[src/rtl/bus_arbiter_if.sv]
// Signal bundle between the two requesters, the slave and the arbiter.
// The slave modport is the arbiter's view; the master modport is the environment's view.
interface bus_arbiter_if #(
   parameter int ADDR_WIDTH = 32,
   parameter int DATA_WIDTH = 32
);
   logic                  m0_req;
   logic                  m0_we;
   logic [ADDR_WIDTH-1:0] m0_addr;
   logic [DATA_WIDTH-1:0] m0_wdata;
   logic [DATA_WIDTH-1:0] m0_rdata;
   logic                  m0_ack;
   logic                  m0_err;

   logic                  m1_req;
   logic                  m1_we;
   logic [ADDR_WIDTH-1:0] m1_addr;
   logic [DATA_WIDTH-1:0] m1_wdata;
   logic [DATA_WIDTH-1:0] m1_rdata;
   logic                  m1_ack;
   logic                  m1_err;

   logic                  s_req;
   logic                  s_we;
   logic [ADDR_WIDTH-1:0] s_addr;
   logic [DATA_WIDTH-1:0] s_wdata;
   logic [DATA_WIDTH-1:0] s_rdata;
   logic                  s_ack;

   logic [1:0]            grant;
   logic                  busy;

   modport slave (
      input  m0_req, m0_we, m0_addr, m0_wdata,
      input  m1_req, m1_we, m1_addr, m1_wdata,
      input  s_rdata, s_ack,
      output m0_rdata, m0_ack, m0_err,
      output m1_rdata, m1_ack, m1_err,
      output s_req, s_we, s_addr, s_wdata,
      output grant, busy
   );

   modport master (
      output m0_req, m0_we, m0_addr, m0_wdata,
      output m1_req, m1_we, m1_addr, m1_wdata,
      output s_rdata, s_ack,
      input  m0_rdata, m0_ack, m0_err,
      input  m1_rdata, m1_ack, m1_err,
      input  s_req, s_we, s_addr, s_wdata,
      input  grant, busy
   );
endinterface

[src/rtl/bus_arbiter.sv]
// Two-master round-robin bus arbiter, one outstanding transaction, with an
// optional slave timeout that completes the transaction with an error.
module bus_arbiter #(
   parameter int ADDR_WIDTH     = 32,
   parameter int DATA_WIDTH     = 32,
   parameter int TIMEOUT_CYCLES = 255
) (
   input  logic              clk,
   input  logic              reset,
   bus_arbiter_if.slave      bus
);

   localparam int CW        = (TIMEOUT_CYCLES > 0) ? $clog2(TIMEOUT_CYCLES + 1) : 1;
   localparam int TO_LAST_I = (TIMEOUT_CYCLES > 0) ? TIMEOUT_CYCLES - 1 : 0;
   localparam bit TO_EN     = (TIMEOUT_CYCLES > 0);
   localparam logic [CW-1:0] TO_LAST = CW'(TO_LAST_I);

   typedef enum logic [1:0] {
      IDLE = 2'd0,
      GNT0 = 2'd1,
      GNT1 = 2'd2
   } state_t;

   state_t          state_q, state_d;
   logic            last_q, last_d;
   logic [CW-1:0]   cnt_q, cnt_d;

   logic                  done_s;
   logic                  err_s;
   logic [DATA_WIDTH-1:0] rdata_s;
   logic                  timeout_hit_s;

   // State, last-owner flag and timeout counter registers.
   always_ff @(posedge clk or posedge reset) begin
      if (reset) begin
         state_q <= IDLE;
         last_q  <= 1'b1;
         cnt_q   <= {CW{1'b0}};
      end else begin
         state_q <= state_d;
         last_q  <= last_d;
         cnt_q   <= cnt_d;
      end
   end

   // Next-state arbitration, slave mux and completion routing.
   always_comb begin
      state_d       = state_q;
      last_d        = last_q;
      cnt_d         = cnt_q;
      done_s        = 1'b0;
      err_s         = 1'b0;
      rdata_s       = {DATA_WIDTH{1'b0}};
      timeout_hit_s = TO_EN && (cnt_q == TO_LAST);

      bus.s_req     = 1'b0;
      bus.s_we      = 1'b0;
      bus.s_addr    = {ADDR_WIDTH{1'b0}};
      bus.s_wdata   = {DATA_WIDTH{1'b0}};
      bus.m0_ack    = 1'b0;
      bus.m0_err    = 1'b0;
      bus.m0_rdata  = {DATA_WIDTH{1'b0}};
      bus.m1_ack    = 1'b0;
      bus.m1_err    = 1'b0;
      bus.m1_rdata  = {DATA_WIDTH{1'b0}};
      bus.grant     = 2'b00;
      bus.busy      = (state_q != IDLE);

      case (state_q)
         IDLE: begin
            cnt_d = {CW{1'b0}};
            // On a tie, the master that did not own the bus last goes first.
            if (bus.m0_req && bus.m1_req) begin
               state_d = last_q ? GNT0 : GNT1;
            end else if (bus.m0_req) begin
               state_d = GNT0;
            end else if (bus.m1_req) begin
               state_d = GNT1;
            end else begin
               state_d = IDLE;
            end
         end
         GNT0, GNT1: begin
            bus.s_req = 1'b1;
            if (state_q == GNT0) begin
               bus.s_we    = bus.m0_we;
               bus.s_addr  = bus.m0_addr;
               bus.s_wdata = bus.m0_wdata;
               bus.grant   = 2'b01;
            end else begin
               bus.s_we    = bus.m1_we;
               bus.s_addr  = bus.m1_addr;
               bus.s_wdata = bus.m1_wdata;
               bus.grant   = 2'b10;
            end

            // A real slave ack beats a timeout landing in the same cycle.
            if (bus.s_ack) begin
               done_s  = 1'b1;
               err_s   = 1'b0;
               rdata_s = bus.s_rdata;
            end else if (timeout_hit_s) begin
               done_s  = 1'b1;
               err_s   = 1'b1;
               rdata_s = {DATA_WIDTH{1'b0}};
            end else begin
               done_s  = 1'b0;
               err_s   = 1'b0;
               rdata_s = {DATA_WIDTH{1'b0}};
            end

            if (done_s) begin
               state_d = IDLE;
               last_d  = (state_q == GNT1);
               cnt_d   = {CW{1'b0}};
            end else begin
               cnt_d   = cnt_q + CW'(1'b1);
            end

            if (state_q == GNT0) begin
               bus.m0_ack   = done_s;
               bus.m0_err   = err_s;
               bus.m0_rdata = rdata_s;
            end else begin
               bus.m1_ack   = done_s;
               bus.m1_err   = err_s;
               bus.m1_rdata = rdata_s;
            end
         end
         default: begin
            state_d = IDLE;
            cnt_d   = {CW{1'b0}};
         end
      endcase
   end

endmodule

[src/flat_wrapper.sv]
// flat-port wrapper written by rule: the top's interface ports become plain ports
module bus_arbiter_flat 
#(
   parameter int ADDR_WIDTH     = 32,
   parameter int DATA_WIDTH     = 32,
   parameter int TIMEOUT_CYCLES = 255
)
  (clk, reset, bus_m0_req, bus_m0_we, bus_m0_addr, bus_m0_wdata, bus_m1_req, bus_m1_we, bus_m1_addr, bus_m1_wdata, bus_s_rdata, bus_s_ack, bus_m0_rdata, bus_m0_ack, bus_m0_err, bus_m1_rdata, bus_m1_ack, bus_m1_err, bus_s_req, bus_s_we, bus_s_addr, bus_s_wdata, bus_grant, bus_busy);
  bus_arbiter_if #(.ADDR_WIDTH(ADDR_WIDTH), .DATA_WIDTH(DATA_WIDTH)) bus_i ();
  input  logic clk;
  input  logic reset;
  input wire logic [$bits(bus_i.m0_req)-1:0] bus_m0_req;
  input wire logic [$bits(bus_i.m0_we)-1:0] bus_m0_we;
  input wire logic [$bits(bus_i.m0_addr)-1:0] bus_m0_addr;
  input wire logic [$bits(bus_i.m0_wdata)-1:0] bus_m0_wdata;
  input wire logic [$bits(bus_i.m1_req)-1:0] bus_m1_req;
  input wire logic [$bits(bus_i.m1_we)-1:0] bus_m1_we;
  input wire logic [$bits(bus_i.m1_addr)-1:0] bus_m1_addr;
  input wire logic [$bits(bus_i.m1_wdata)-1:0] bus_m1_wdata;
  input wire logic [$bits(bus_i.s_rdata)-1:0] bus_s_rdata;
  input wire logic [$bits(bus_i.s_ack)-1:0] bus_s_ack;
  output wire logic [$bits(bus_i.m0_rdata)-1:0] bus_m0_rdata;
  output wire logic [$bits(bus_i.m0_ack)-1:0] bus_m0_ack;
  output wire logic [$bits(bus_i.m0_err)-1:0] bus_m0_err;
  output wire logic [$bits(bus_i.m1_rdata)-1:0] bus_m1_rdata;
  output wire logic [$bits(bus_i.m1_ack)-1:0] bus_m1_ack;
  output wire logic [$bits(bus_i.m1_err)-1:0] bus_m1_err;
  output wire logic [$bits(bus_i.s_req)-1:0] bus_s_req;
  output wire logic [$bits(bus_i.s_we)-1:0] bus_s_we;
  output wire logic [$bits(bus_i.s_addr)-1:0] bus_s_addr;
  output wire logic [$bits(bus_i.s_wdata)-1:0] bus_s_wdata;
  output wire logic [$bits(bus_i.grant)-1:0] bus_grant;
  output wire logic [$bits(bus_i.busy)-1:0] bus_busy;
  assign bus_i.m0_req = bus_m0_req;
  assign bus_i.m0_we = bus_m0_we;
  assign bus_i.m0_addr = bus_m0_addr;
  assign bus_i.m0_wdata = bus_m0_wdata;
  assign bus_i.m1_req = bus_m1_req;
  assign bus_i.m1_we = bus_m1_we;
  assign bus_i.m1_addr = bus_m1_addr;
  assign bus_i.m1_wdata = bus_m1_wdata;
  assign bus_i.s_rdata = bus_s_rdata;
  assign bus_i.s_ack = bus_s_ack;
  assign bus_m0_rdata = bus_i.m0_rdata;
  assign bus_m0_ack = bus_i.m0_ack;
  assign bus_m0_err = bus_i.m0_err;
  assign bus_m1_rdata = bus_i.m1_rdata;
  assign bus_m1_ack = bus_i.m1_ack;
  assign bus_m1_err = bus_i.m1_err;
  assign bus_s_req = bus_i.s_req;
  assign bus_s_we = bus_i.s_we;
  assign bus_s_addr = bus_i.s_addr;
  assign bus_s_wdata = bus_i.s_wdata;
  assign bus_grant = bus_i.grant;
  assign bus_busy = bus_i.busy;
  bus_arbiter #(.ADDR_WIDTH(ADDR_WIDTH), .DATA_WIDTH(DATA_WIDTH), .TIMEOUT_CYCLES(TIMEOUT_CYCLES)) u_core (.clk(clk), .reset(reset), .bus(bus_i));
endmodule
[config.mk]
export PLATFORM = sky130hd
export DESIGN_NAME = bus_arbiter_flat
export DESIGN_NICKNAME = d
export VERILOG_FILES = /design/src/rtl/bus_arbiter_if.sv /design/src/rtl/bus_arbiter.sv /design/src/flat_wrapper.sv
export SDC_FILE = /design/constraint.sdc
export NUM_CORES = 1
export LEC_CHECK = 0
export CORE_AREA = 2 2 118 120
export CTS_BUF_LIST = sky130_fd_sc_hd__clkbuf_2
export DETAILED_ROUTE_END_ITERATION = 8
export DIE_AREA = 0 0 120 122
export GPL_TIMING_DRIVEN = 0
export PLACE_DENSITY = 0.56
export SETUP_SLACK_MARGIN = 0.2
export SYNTH_ARGS = -nofsm -noshare
export SYNTH_HDL_FRONTEND = slang
export SYNTH_SLANG_ARGS = --single-unit
export TNS_END_PERCENT = 50
[constraint.sdc]
create_clock -name clk -period 2 [get_ports clk]
set_input_delay 0.3 -clock clk [delete_from_list [all_inputs] [get_ports clk]]
set_output_delay 0.3 -clock clk [all_outputs]
set_load 0.005 [all_outputs]
== Yosys cells after proc, flatten, opt, wreduce, memory -nomap -nowiden ==
Index checks and enable logic that the tools add are counted.

* Bits in registers: 11
* Input port bits: 167
* Output and inout port bits: 137
* Word-level logic and storage cells: 47

* Add/subtract/negate cells: 1
* Eq/ne operators: 4
* Multiplexer cells: 34
* Reduce and logical (&&, ||, !) cells: 5

{| class="wikitable"
|+ Operator list
! cell !! count
|-
| $mux 32 || 9
|-
| $mux 8 || 2
|-
| $mux 1 || 15
|-
| $mux 2 || 7
|-
| $add 8x1->8 const B || 1
|-
| $eq 8x8->1 const B || 1
|-
| $pmux 2 s2 || 1
|-
| $eq 2x1->1 const B || 1
|-
| $eq 2x2->1 const B || 1
|-
| $logic_not 2->1 || 1
|-
| $ne 2x1->1 const B || 1
|-
| $reduce_and 2->1 || 1
|-
| $reduce_bool 2->1 || 1
|-
| $reduce_or 2->1 || 1
|-
| $logic_and 1x1->1 || 1
|}

== Depth between registers and ports, before layout ==
Gate-level depths: netlist of the first run.

* Depth after elaboration: 6
* Gate-level depth with buffers: 7
* Mapped depth without buffers: 5

== Least setup slack after synthesis of the first run ==
OpenSTA, ideal clock, no wires.

* Kind: register -> output
* Start: reg u_core.state_q[1]
* End: out bus_s_addr[22]
* Data arrival time: 1.434 ns
* Required time: 1.700 ns
* Path slack: 0.266 ns
* Stages on the path, launching flop included: 8
* Buffers on the path: 3
* Cell sequence: dfrtp_1 > inv_1 > ha_1 > clkbuf_1 > buf_2 > buf_4 > mux2i_1 > nor2b_1

* Word-level cells in the longest chain between the ends: 3
* Elaborated cells on any way between the ends: 5
* Those cells by class: eq/ne: 2; mux: 2; reduce/logical: 1

{| class="wikitable"
|+ Ends and longest elaborated chain
! item !! RTL line !! source
|-
| start: declaration || bus_arbiter.sv:24 || <nowiki>state_t state_q, state_d;</nowiki>
|-
| start signal: assignment || bus_arbiter.sv:40 || <nowiki>state_q <= state_d;</nowiki>
|-
| $eq 2x1->1 / $eq 2x2->1 (equally long branches) || bus_arbiter.sv:69, bus_arbiter.sv:85 ||
|-
| $mux 32 / $reduce_or 2->1 (equally long branches) || bus_arbiter.sv:85, bus_arbiter.sv:69 ||
|-
| $mux 32 * || bus_arbiter.sv:69 || <nowiki>case (state_q)</nowiki>
|-
| end: declaration || flat_wrapper.sv:30 || <nowiki>output wire logic [$bits(bus_i.s_addr)-1:0] bus_s_addr;</nowiki>
|}

Every way passes the cells marked *; elsewhere a longest branch is shown, timed or not.

== Final worst setup path of the first run ==
* Start: reg u_core.state_q[0]
* End: out bus_s_wdata[2]

* Word-level cells in the longest chain between the ends: 3
* Elaborated cells on any way between the ends: 5
* Those cells by class: eq/ne: 2; mux: 2; reduce/logical: 1

{| class="wikitable"
|+ Ends and longest elaborated chain
! item !! RTL line !! source
|-
| $eq 2x1->1 / $eq 2x2->1 (equally long branches) || bus_arbiter.sv:69, bus_arbiter.sv:85 ||
|-
| $mux 32 / $reduce_or 2->1 (equally long branches) || bus_arbiter.sv:85, bus_arbiter.sv:69 ||
|-
| $mux 32 * || bus_arbiter.sv:69 ||
|-
| end: declaration || flat_wrapper.sv:31 || <nowiki>output wire logic [$bits(bus_i.s_wdata)-1:0] bus_s_wdata;</nowiki>
|}

Marked as above.

==> reports/summary.txt, run 1 <==
Initial DRC count - 66
Vias - 3,634
Final setup vio count - 113
Ant diodes - 0
Port-buffer cells - 302
Total clock sinks - 11
# hold bufs at CTS - 0
Slew Viols, Final - 0
P per Cell Area - 1190 nW/um2
VDD IR max - 0.605 mV
Vias in the first global route - 3,566
Residual DRC - 0
# H-tree levels - 1
Multi-input gate area - 2230 um2
HP Class - in -> async
Final worst path period need - 2.13 ns
Die Wd - 120 um
Nature of the critical path startpoint - register
Cell taking the most area after synthesis - mux2i_1
Syn_nets - 492
Reg2Reg Setup Slack - 0.15 ns
Synth top area share - 30.7%
Worst Setup End Kind - primary output
Outcome - finished, violations left
Syn Area/Cell - 6.82 um2
RSZ-0062 raised after global routing - yes
# fillers - 1,410
Gate Count Post-Synth - 320
Final worst slack - -0.128 ns
TritonCTS Buffers - 3
Full die area - 14,600 um2
Final Skew - 0.00186 ns
Register-to-Register Path Depth - 9
Share of cells above drive strength 1 - 44.5%
Clk slew on worst S/H paths - 0.11 ns
Post-Syn Area - 2180 um2
CTS tree - yes
GPL Wtd Cong - 0.763
Fin crit share - 106%
GR Util All Layers - 17.5%
Sequential share of the synthesized area - 12.7%
Leakage power - 2.73 nW
Dpl hpwl - 11,300 um
Dpl cells - 802
CP Max Fanout - 6
Max_slew headroom - 63.3%
Dpl ws - -0.857 ns
Crit path kind - reg -> out
Initial Utilization - 16.2%
Root Driver - clkbuf_2
YS warnings - 0
Die Y - 122 um
Largest net degree at the start of global routing - 12
Final hold viol count - 0
TritonRoute pass-1 iters - 4
Worst r2r dst - u_core.state_q[0]$_DFFE_PP0P_
First-pass GRT wire length - 20,000 um
CP Data Required Time - 1.70 ns
Area Growth Syn to Fin - 184%
Reg area - 277 um2
Worst r2r src - u_core.state_q[1]$_DFFE_PP0P_
Worst EP arrival - 1.83 ns
Initial antenna violation count - 0
Fmax achieved - 470 MHz
Slew @ Worst Pin - 0.550 ns
Failing checks - setup timing
Clk_lat worst skew - 0.26 ns
Clock buffer depth - 2
Synth top area cells - mux2i_1 31%, nor2b_1 19%, nor2_1 12%
Routed WL per cell - 17.4 um
Post-DRT Antenna Nets - 0
Core Box Area - 13,500 um2
Yosys cell types - 30
Rows - 43
Number of synthesized register bits - 11
Total length of routed wires - 14,800 um
Overflow after GRT - 0
MaxCap Viol Count - 0
Routed vias/inst - 4.28
Final nets - 842
Fin cells - 849
Ports - 304
## worst max path at each step
stage	start	slack, ns	endpoint	depth (start not counted)
floorplan	u_core.state_q[1]$_DFFE_PP0P_	0.27	bus_s_addr[22]	7
detailed placement	u_core.state_q[0]$_DFFE_PP0P_	-0.86	bus_s_addr[19]	6
global route	u_core.state_q[1]$_DFFE_PP0P_	-0.22	bus_m0_rdata[20]	8
global placement	u_core.state_q[0]$_DFFE_PP0P_	-0.80	bus_s_addr[19]	6
finish	u_core.state_q[0]$_DFFE_PP0P_	-0.13	bus_s_wdata[2]	8
CTS	u_core.state_q[1]$_DFFE_PP0P_	-0.18	bus_m1_rdata[13]	8
## registers in the layout (all words and copies together), names as in the netlist
signal / count
u_core.last_q: 1
u_core.state_q: 2
u_core.cnt_q: 8
## area by class of cell
cell class | count | share of cell area (%)
timing repair buffer | 344 | 48.1
multi-input combinational | 276 | 35.9
sequential | 11 | 4.46
inverter | 7 | 0.423
buffer | 27 | 7.12
clock buffer | 4 | 0.323
tap | 180 | 3.63
## layout by cell type (no fill, tap or decap), types with 5 or more instances in the layout
master / n
nor2_4: 14
buf_6: 16
nor2b_4: 6
dfrtp_1: 10
clkdlybuf4s50_1: 167
nor2b_1: 46
clkbuf_2: 18
mux2i_4: 9
nor2b_2: 13
buf_2: 114
clkbuf_16: 9
nand2_1: 36
buf_8: 5
buf_4: 17
nor2_1: 21
nor2_2: 36
buf_12: 15
mux2i_1: 55
inv_1: 6
## Yosys cell counts
cell      instances
or4_1             1
nand4_2           1
o31ai_1           1
mux2i_1          67
ha_1              5
nand4_1           2
mux2_2            1
o21ai_0           3
or3_1             1
dfstp_2           1
nor3_1            2
a41o_1            1
nor2b_1          65
nor2_1           71
buf_4             4
clkbuf_1         13
inv_1             7
o211ai_1          1
a21oi_1           5
nand2_1          37
buf_2             7
nand2b_1          2
dfrtp_1          10
buf_1             2
nand3_1           4
a41oi_1           1
xor2_1            2
buf_6             1
and4_2            1
xnor2_1           1
## through the flow
step                setup TNS (ns)  area, um2  power, mW  util (%)  hold slack, ns
global placement            -71.62       5430       5.21      40.2           0.511
finish                       -6.98       6210       7.36      46.0           0.335
global route                -20.36       6210       7.84      46.0           0.367
detailed placement          -76.93       5430       5.23      40.2           0.527
CTS                         -11.99       5870       6.39      43.5           0.338
floorplan                        0       2180       2.41         -           0.152
## kinds of logic after synthesis
| kind of cell | after synthesis | share of synthesized area (%) |
|---|---|---|
| buffers and inverters | 34 | 7.28 |
| adders and majority gates | 5 | 2.87 |
| muxes | 68 | 31.2 |
| AOI/OAI and AO/OA | 12 | 3.38 |
| and+or+nand+nor | 187 | 41.4 |
| DFF | 11 | 12.7 |
| xor gates and xnor gates | 3 | 1.20 |
## repair_timing
item,in CTS,in global routing
gates cloned,4,9
buffers inserted,23,7
resized for setup,557,177
endpoints found under the setup margin,135,144
pin swaps,5,9
## critical path, stage by stage (launching register included)
cell and delay [ns]:
dfrtp_1 0.43, ha_4 0.18, buf_8 0.13, buf_12 0.14, buf_12 0.13, buf_12 0.12, mux2i_4 0.18, nor2b_1 0.12
buf_2 0.12
## where the power goes
part           leakage, nW  internal, mW  switching, mW
combinational         2.57          4.10           2.82
clock               0.0166        0.0531         0.0777
sequential           0.147         0.266         0.0425
## per-layer routing
layer	wire length, um	GRT usage, %	part of all wire, %
met3	1280	5.20	8.7
met4	285	2.65	1.9
met1	5190	18.7	35
met2	8010	34.3	54
met5	0	0	0
(Power assumes the default switching activity.)
==> inputs of run 2 (changes only) <==
--- a/config.mk
+++ b/config.mk
@@ -12,6 +12,7 @@
 export GPL_TIMING_DRIVEN = 0
 export PLACE_DENSITY = 0.56
 export SETUP_SLACK_MARGIN = 0.2
+export SKIP_CTS_REPAIR_TIMING = 1
 export SYNTH_ARGS = -nofsm -noshare
 export SYNTH_HDL_FRONTEND = slang
 export SYNTH_SLANG_ARGS = --single-unit
==> constraint.sdc (replaced) <==
create_clock -name clk -period 2.14 [get_ports clk]
set_input_delay 0.321 -clock clk [delete_from_list [all_inputs] [get_ports clk]]
set_output_delay 0.321 -clock clk [all_outputs]
set_load 0.005 [all_outputs]
==> reports/summary.txt, run 2 (same netlist as run 1, synthesis figures left out) <==
Overflow after GRT - 0 (unchanged)
Total length of routed wires - 14,000 um (-5.3%)
Vias in the first global route - 3,377 (-5.3%)
Initial Utilization - 16.2% (unchanged)
Fmax achieved - 461 MHz
Largest net degree at the start of global routing - 12 (unchanged)
TritonCTS Buffers - 3 (unchanged)
Dpl ws - -0.738 ns (+0.119 ns)
Final nets - 824 (-2.1%)
Die Wd - 120 um (unchanged)
Outcome - finished, violations left
Total power - 5.70 mW (-23%)
RSZ-0062 raised after global routing - yes
Largest Register - u_core.cnt_q
Fin crit share - 101%
Slew @ Worst Pin - 0.470 ns (-0.0802 ns)
Final worst slack - -0.0309 ns (+0.0975 ns)
Leakage power - 2.73 nW (about the same)
Core Box Area - 13,500 um2 (unchanged)
MaxCap Viol Count - 0 (unchanged)
Routed vias/inst - 4.23 (-1.1%)
Reg2Reg Setup Slack - 0.43 ns (+0.28 ns)
Ports - 304 (unchanged)
Crit path kind - reg -> out
Routed WL per cell - 16.8 um (-3.2%)
Ant diodes - 0 (unchanged)
Biggest regs - u_core.cnt_q x8, u_core.state_q x2, u_core.last_q x1
Full die area - 14,600 um2 (unchanged)
Rows - 43 (unchanged)
Share of cells above drive strength 1 - 35.2% (-9.4 points)
CP Data Required Time - 1.82 ns (+0.12 ns)
Max_slew headroom - 68.7% (+5.3 points)
Final setup vio count - 2 (-98%)
Commonest non-fill, non-tap cell in the layout - clkdlybuf4s50_1
Dpl hpwl - 11,300 um (unchanged)
Final worst path period need - 2.17 ns
Final Skew - 0.00725 ns (+0.00539 ns)
Failing checks - setup timing
WL met2 - 7520 um (-6.2%)
Most frequent cells in the layout - 168 x clkdlybuf4s50_1, 65 x nor2b_1, 60 x clkbuf_2
Vias - 3,519 (-3.2%)
GR Util All Layers - 16.3% (-1.2 points)
Max reg flops - 8 (unchanged)
Area Growth Syn to Fin - 166%
Nature of the critical path startpoint - register
Clock buffer depth - 2 (unchanged)
DR WL met3 - 1310 um (+2.7%)
First-pass GRT wire length - 18,800 um (-6.4%)
TritonRoute pass-1 iters - 4 (unchanged)
Clk_lat worst skew - 0.26 ns (about the same)
# H-tree levels - 1 (unchanged)
Total clock sinks - 11 (unchanged)
P per Cell Area - 982 nW/um2 (-17%)
Final hold viol count - 0 (unchanged)
Worst EP arrival - 1.85 ns (+0.02 ns)
Top Metal Used - met4
Met1 wire length - 4900 um (-5.5%)
Worst Setup End Kind - primary output
Port-buffer cells - 302 (unchanged)
Slew Viols, Final - 0 (unchanged)
CTS tree - yes
GPL Wtd Cong - 0.763 (unchanged)
Root Driver - clkbuf_2
VDD IR max - 0.394 mV (-35%)
CP Max Fanout - 6 (unchanged)
Clk slew on worst S/H paths - 0.12 ns (about the same)
Residual DRC - 0 (unchanged)
# fillers - 1,429 (+1.3%)
Initial DRC count - 74 (+12%)
Die Y - 122 um (unchanged)
Initial antenna violation count - 0 (unchanged)
Post-DRT Antenna Nets - 0 (unchanged)
HP Class - in -> async
[run 2: layout make-up]
| cell class | instances | area, um2 | share of cell area (%) |
|---|---|---|---|
| inverters | 7 | 26.3 | 0.453 |
| plain buffers | 27 | 374 | 6.45 |
| repair buffers | 326 | 2830 | 48.7 |
| clock buffers | 4 | 20.0 | 0.345 |
| well taps | 180 | 225 | 3.88 |
| multi-input cells | 276 | 2050 | 35.4 |
| flip-flops and latches | 11 | 277 | 4.76 |
[run 2: metrics by stage]
stage                     instances  util [%]  TNS (ns)  cell area [um2]  hold WS (ns)
after floorplan                 320         -         0             2180         0.173
after global placement          802      40.2    -55.81             5430         0.511
after detailed placement        802      40.2    -61.12             5430         0.527
after CTS                       806      40.4   -103.74             5450         0.359
after global routing            831      43.0     -5.73             5800         0.387
final                           831      43.0   -0.0555             5800         0.349
[run 2: metal layers]
metal,GRT usage (%),vias up
met4,2.65,0
met3,4.92,20
met2,31.4,198
li1,-,1708
met5,0,-
met1,17.6,1593
[run 2: power by group]
group,switching (mW),internal (mW)
sequential,0.0406,0.248
combinational,2.29,3.00
clock,0.0724,0.0496
total,2.40,3.30
[run 2: path summary, 6_finish.rpt]
path,cells after the start,end,start
setup / recovery,9,bus_s_wdata[2],u_core.state_q[1]$_DFFE_PP0P_
hold / removal,2,u_core.cnt_q[3]$_DFF_PP0_,reset
setup reg to reg,6,u_core.last_q$_DFFE_PP1P_,u_core.state_q[0]$_DFFE_PP0P_
hold reg to reg,1,u_core.cnt_q[0]$_DFF_PP0_,u_core.cnt_q[0]$_DFF_PP0_
max in group asynchronous,2,u_core.last_q$_DFFE_PP1P_,reset
min in group clk,1,u_core.cnt_q[0]$_DFF_PP0_,u_core.cnt_q[0]$_DFF_PP0_
[run 2: worst max-delay path: stages, from the launching register on]
cell and delay (ns):
dfrtp_1 0.41, inv_2 0.12, ha_4 0.16, buf_12 0.12, buf_12 0.14, buf_12 0.11
buf_6 0.09, mux2i_4 0.23, nor2b_1 0.07, buf_2 0.12
